[src/rtl/psum_serializer.sv]
// Row buffer that serializes COL-word psum rows into a one-word-per-cycle valid-only stream
// and drives the downstream accumulator clear at accumulation-group boundaries.
module psum_serializer #(
  parameter int COL   = 8,
  parameter int DEPTH = 4,
  parameter int ACC_W = 8
) (
  input  logic                      clk,
  input  logic                      reset,
  input  logic                      flush,
  input  logic                      in_valid,
  output logic                      in_ready,
  input  logic [COL*32-1:0]         in_data,
  input  logic [ACC_W-1:0]          acc_len,
  input  logic                      out_ready,
  output logic [31:0]               sfp_data,
  output logic                      sfp_valid,
  output logic                      sfp_acc_clear,
  output logic                      group_done,
  output logic [$clog2(DEPTH):0]    count,
  output logic                      empty,
  output logic                      full
);

  localparam int PW = $clog2(DEPTH);
  localparam int CW = (COL > 1) ? $clog2(COL) : 1;

  logic [31:0]      mem_q [DEPTH][COL];
  logic [PW-1:0]    wr_ptr_q, wr_ptr_d;
  logic [PW-1:0]    rd_ptr_q, rd_ptr_d;
  logic [PW:0]      count_q, count_d;
  logic [CW-1:0]    col_q, col_d;
  logic [ACC_W-1:0] grp_q, grp_d;
  logic [31:0]      data_q, data_d;
  logic             vld_q, vld_d;
  logic             clr_q, clr_d;
  logic             done_q, done_d;

  logic             push, issue, pop, last_col, grp_end;
  logic [ACC_W-1:0] len_m1;

  assign full     = (count_q == (PW+1)'(DEPTH));
  assign empty    = (count_q == '0);
  assign in_ready = !full;
  assign count    = count_q;

  assign sfp_data      = data_q;
  assign sfp_valid     = vld_q;
  assign sfp_acc_clear = clr_q;
  assign group_done    = done_q;

  always_comb begin
    push     = in_valid && !full && !flush;
    issue    = !empty && out_ready && !flush;
    last_col = (col_q == CW'(COL-1));
    pop      = issue && last_col;
    // acc_len of 0 behaves as 1, so every word closes its own group
    len_m1   = (acc_len == '0) ? '0 : acc_len - 1'b1;
    grp_end  = (grp_q >= len_m1);

    wr_ptr_d = wr_ptr_q;
    rd_ptr_d = rd_ptr_q;
    count_d  = count_q;
    col_d    = col_q;
    grp_d    = grp_q;
    data_d   = data_q;
    vld_d    = 1'b0;
    clr_d    = 1'b0;
    done_d   = 1'b0;

    if (flush) begin
      wr_ptr_d = '0;
      rd_ptr_d = '0;
      count_d  = '0;
      col_d    = '0;
      grp_d    = '0;
      clr_d    = 1'b1;
    end else begin
      if (push) wr_ptr_d = wr_ptr_q + 1'b1;
      if (pop)  rd_ptr_d = rd_ptr_q + 1'b1;
      if (push && !pop)      count_d = count_q + 1'b1;
      else if (pop && !push) count_d = count_q - 1'b1;

      if (issue) begin
        data_d = mem_q[rd_ptr_q][col_q];
        vld_d  = 1'b1;
        col_d  = last_col ? '0 : col_q + 1'b1;
        grp_d  = grp_end ? '0 : grp_q + 1'b1;
        clr_d  = grp_end;
        done_d = grp_end;
      end
    end
  end

  always_ff @(posedge clk) begin
    if (push) begin
      for (int c = 0; c < COL; c++) mem_q[wr_ptr_q][c] <= in_data[32*c +: 32];
    end
  end

  always_ff @(posedge clk or negedge reset) begin
    if (!reset) begin
      wr_ptr_q <= '0;
      rd_ptr_q <= '0;
      count_q  <= '0;
      col_q    <= '0;
      grp_q    <= '0;
      data_q   <= '0;
      vld_q    <= 1'b0;
      clr_q    <= 1'b0;
      done_q   <= 1'b0;
    end else begin
      wr_ptr_q <= wr_ptr_d;
      rd_ptr_q <= rd_ptr_d;
      count_q  <= count_d;
      col_q    <= col_d;
      grp_q    <= grp_d;
      data_q   <= data_d;
      vld_q    <= vld_d;
      clr_q    <= clr_d;
      done_q   <= done_d;
    end
  end

endmodule

[config.mk]
export PLATFORM = sky130hd
export DESIGN_NAME = psum_serializer
export DESIGN_NICKNAME = d
export VERILOG_FILES = /design/src/rtl/psum_serializer.sv
export SDC_FILE = /design/constraint.sdc
export NUM_CORES = 1
export LEC_CHECK = 0
export CORE_AREA = 8 8 335 337
export DETAILED_ROUTE_END_ITERATION = 12
export DIE_AREA = 0 0 343 345
export GPL_TIMING_DRIVEN = 0
export HOLD_SLACK_MARGIN = 0.12
export SLEW_MARGIN = 20
export SYNTH_ARGS = -nofsm -noshare
export SYNTH_HDL_FRONTEND = slang
export SYNTH_SLANG_ARGS = --single-unit
[constraint.sdc]
create_clock -name clk -period 8.06 [get_ports clk]
set_input_delay 1.612 -clock clk [delete_from_list [all_inputs] [get_ports clk]]
set_output_delay 1.612 -clock clk [all_outputs]
set_load 0.02 [all_outputs]
==> flow_summary.toml <==
[outcome]
outcome = "finished clean"

[sta]
fin_worst_skew_ns = 0.0352
fin_crit_ns = 4.10
worst_pin_slew_ns = 1.06
slew_viol_final = 0
maxSlewHeadroom_pct = 29.5
finalCritPeriodShare_pct = 50.9
max_freq_mhz = 244
hold_viol = 0
rsz0062_at_grt = "false"
setup_viol_count_final = 0

[min_path]
min_from = "sfp_data[0]$_DFFE_PN0P_"
min_path_type = "reg -> reg"

[floorplanning]
start_util_pct = 39.9
dieHeight_um = 345
rows = 120
die_w_um = 343
ioPinCount = 310
die-area_um2 = 118000
coreArea_um2 = 107000

[synth]
syn_avg_cell_area_um2 = 18.5
synthCells = 2296
synth_top_area_share_pct = 72.4
synth_common_cells = "edfxtp_1 (1024), mux2i_1 (515), a22oi_1 (128)"
synthTopCellsByArea = "edfxtp_1 (72%), mux2i_1 (12%), dfrtp_1 (3.1%)"
synth_edf_count = 1024
synth_top_cell_by_area = "edfxtp_1"
synth_fp_nets = 2582
netlist_area_um2 = 42500
ys_seq_elements = 1077
synthMostInstantiatedCell = "edfxtp_1"
yosysSeqAreaShare_pct = 75.5
ys_warn_count = 0
async_flop_share_pct = 4.92
yosys_most_used_dff = "edfxtp_1"
ys_types = 50

[grt]
grt_antenna_before_repair = 47
gr-total-overflow = 0
grt_max_degree = 45
grt_usage_pct = 19.4
first_global_vias = 23800
grt_pass1_wl_mm = 167

[placed_design]
dp_hpwl_mm = 83.1
dpl.cell_count = 4033
routabilityCongestion = 0.796
place.port_buffers = 309

[worst_setup_path]
required_ns = 8.67
r2r-end = "sfp_data[24]$_DFFE_PN0P_"
critPathKind = "in -> reg"
reg2reg_slack_ns = 4.88
end_kind = "flop"
critPathCapture = "grp_q[5]$_DFFE_PN0P_"
rr_startpoint = "col_q[0]$_DFFE_PN0P_"
worstSetupStartpointType = "input pin"
worstSetupStartpoint = "acc_len[3]"
arrival_ns = 4.71
critPathMaxFanout = 10
r2r_cells = 7

[drt]
vias_per_cell = 5.41
wl_met1_mm = 47.2
drt-total-wl_mm = 118
ant_nets = 0
highest_layer = "met5"
wl_met2_mm = 58.2
drt_iter0_drc = 1902
dr.pass1.iters = 5
vias = 23100
wl_per_cell_um = 27.8
wl_met3_mm = 9.48
drc = 0

[power_and_ir_drop]
switching_power_mw = 3.01
pwr-share-seq_pct = 50.8
pwr-share-clk_pct = 38.7
p_leak_nw = 16.0
power_switching_share_pct = 23.2
internal-power_mw = 9.96
p_comb_share_pct = 10.5
vdd_ir_drop_max_uv = 187
powerDensity_nw_per_um2 = 251

[layout]
fin_cells = 4264
finish.utilization_pct = 48.5
n_fill_cell = 8857
fin_nets = 3027
area_delta_synth_final_pct = 21.6
drive_gt1_share_pct = 11.8

[clock_tree]
cts_tree = "done"
cts-root-buf = "clkbuf_16"
cts_inserted_buffers = 109
hold_buffers = 0
cts.sinks = 1077
worstSkewPairLatency_ns = 0.69
path_clk_slew_ns = 0.06
htreeDepth = 3
cts_resized = 0
cts_buffer_depth = 3
postCtsSetupBuffers = 0

[run]
cap_violations = 0
[per-stage QoR]
step	setup TNS (ns)	cell area [um^2]	power (mW)	setup WS (ns)	hold slack, ns
after global placement	-1028.57	47300	8.05	-1.06	0.467
after global routing	0	51600	13.4	3.69	0.500
after floorplan	0	42500	7.30	2.46	0.488
final	0	51700	13.0	3.96	0.484
after CTS	0	51600	13.1	4.02	0.487
after detailed placement	0	48000	8.07	3.31	0.470
[cell usage in the layout (no fill, tap or decap), types with 40 or more instances in the layout]
| cell type | count |
|---|---|
| nand2_1 | 54 |
| clkdlybuf4s50_1 | 308 |
| dfrtp_1 | 53 |
| clkbuf_16 | 111 |
| edfxtp_1 | 1024 |
| mux2i_1 | 515 |
| a21oi_1 | 71 |
| buf_4 | 40 |
| a22o_1 | 65 |
| a22oi_1 | 128 |
| clkbuf_1 | 76 |
[worst max-delay path: stages]
cell,delay (ns)
clkdlybuf4s50_1,0.48
nor3_1,0.48
nand3_1,0.21
nor3_1,0.21
mux2i_1,0.25
ha_1,0.29
a41oi_1,0.18
o21ai_0,0.15
clkbuf_1,0.24
a2111oi_0,0.48
a21o_1,0.13
[power groups by stage]
stage               combinational [mW]  clock (mW)  sequential, mW
floorplan                        0.547           0            6.76
global placement                  1.31           0            6.74
detailed placement                1.37           0            6.70
CTS                               1.38        5.10            6.59
global route                      1.45        5.32            6.60
finish                            1.36        5.02            6.59
[logic make-up after synthesis]
family	after synthesis	synth area share, %
buffers and inverters	151	2.01
and+or+nand+nor	112	1.23
DFF	1077	75.5
adders and majority gates	17	0.518
AOI/OAI and AO/OA	413	8.39
muxes	516	12.2
xor gates and xnor gates	10	0.206
[how the worst min path moves through the flow]
stage / to / slack [ns] / cells past startpoint
6_report: sfp_data[0]$_DFFE_PN0P_ / 0.48 / 2
5_1_grt: sfp_data[0]$_DFFE_PN0P_ / 0.50 / 2
4_1_cts: sfp_data[0]$_DFFE_PN0P_ / 0.49 / 2
3_5_place_dp: sfp_data[0]$_DFFE_PN0P_ / 0.47 / 2
3_3_place_gp: sfp_data[15]$_DFFE_PN0P_ / 0.47 / 2
2_1_floorplan: grp_q[7]$_DFFE_PN0P_ / 0.49 / 1
[registers in the layout (all words and copies together), names as in the netlist]
name and flops:
wr_ptr_q 2, grp_q 8, group_done 1, col_q 3, count 3, rd_ptr_q 2
sfp_acc_clear 1, sfp_valid 1, mem_q 1024, sfp_data 32
[per-layer routing]
layer / vias up / GRT usage [%]
li1: 10300 / -
met1: 11900 / 24.3
met2: 685 / 32.4
met3: 177 / 5.00
met4: 24 / 6.63
met5: - / 0
[final cells by class]
cell class,count,area (um^2),share of cell area [%]
diodes,28,70.1,0.136
plain buffers,138,807,1.56
flip-flops and latches,1077,32100,62.1
clock buffers,140,2960,5.72
inverters,13,48.8,0.0944
clock inverters,63,632,1.22
well taps,1403,1760,3.40
multi-input cells,1068,9580,18.5
repair buffers,334,3740,7.24
Note: power is estimated with default switching activity, not from simulation.
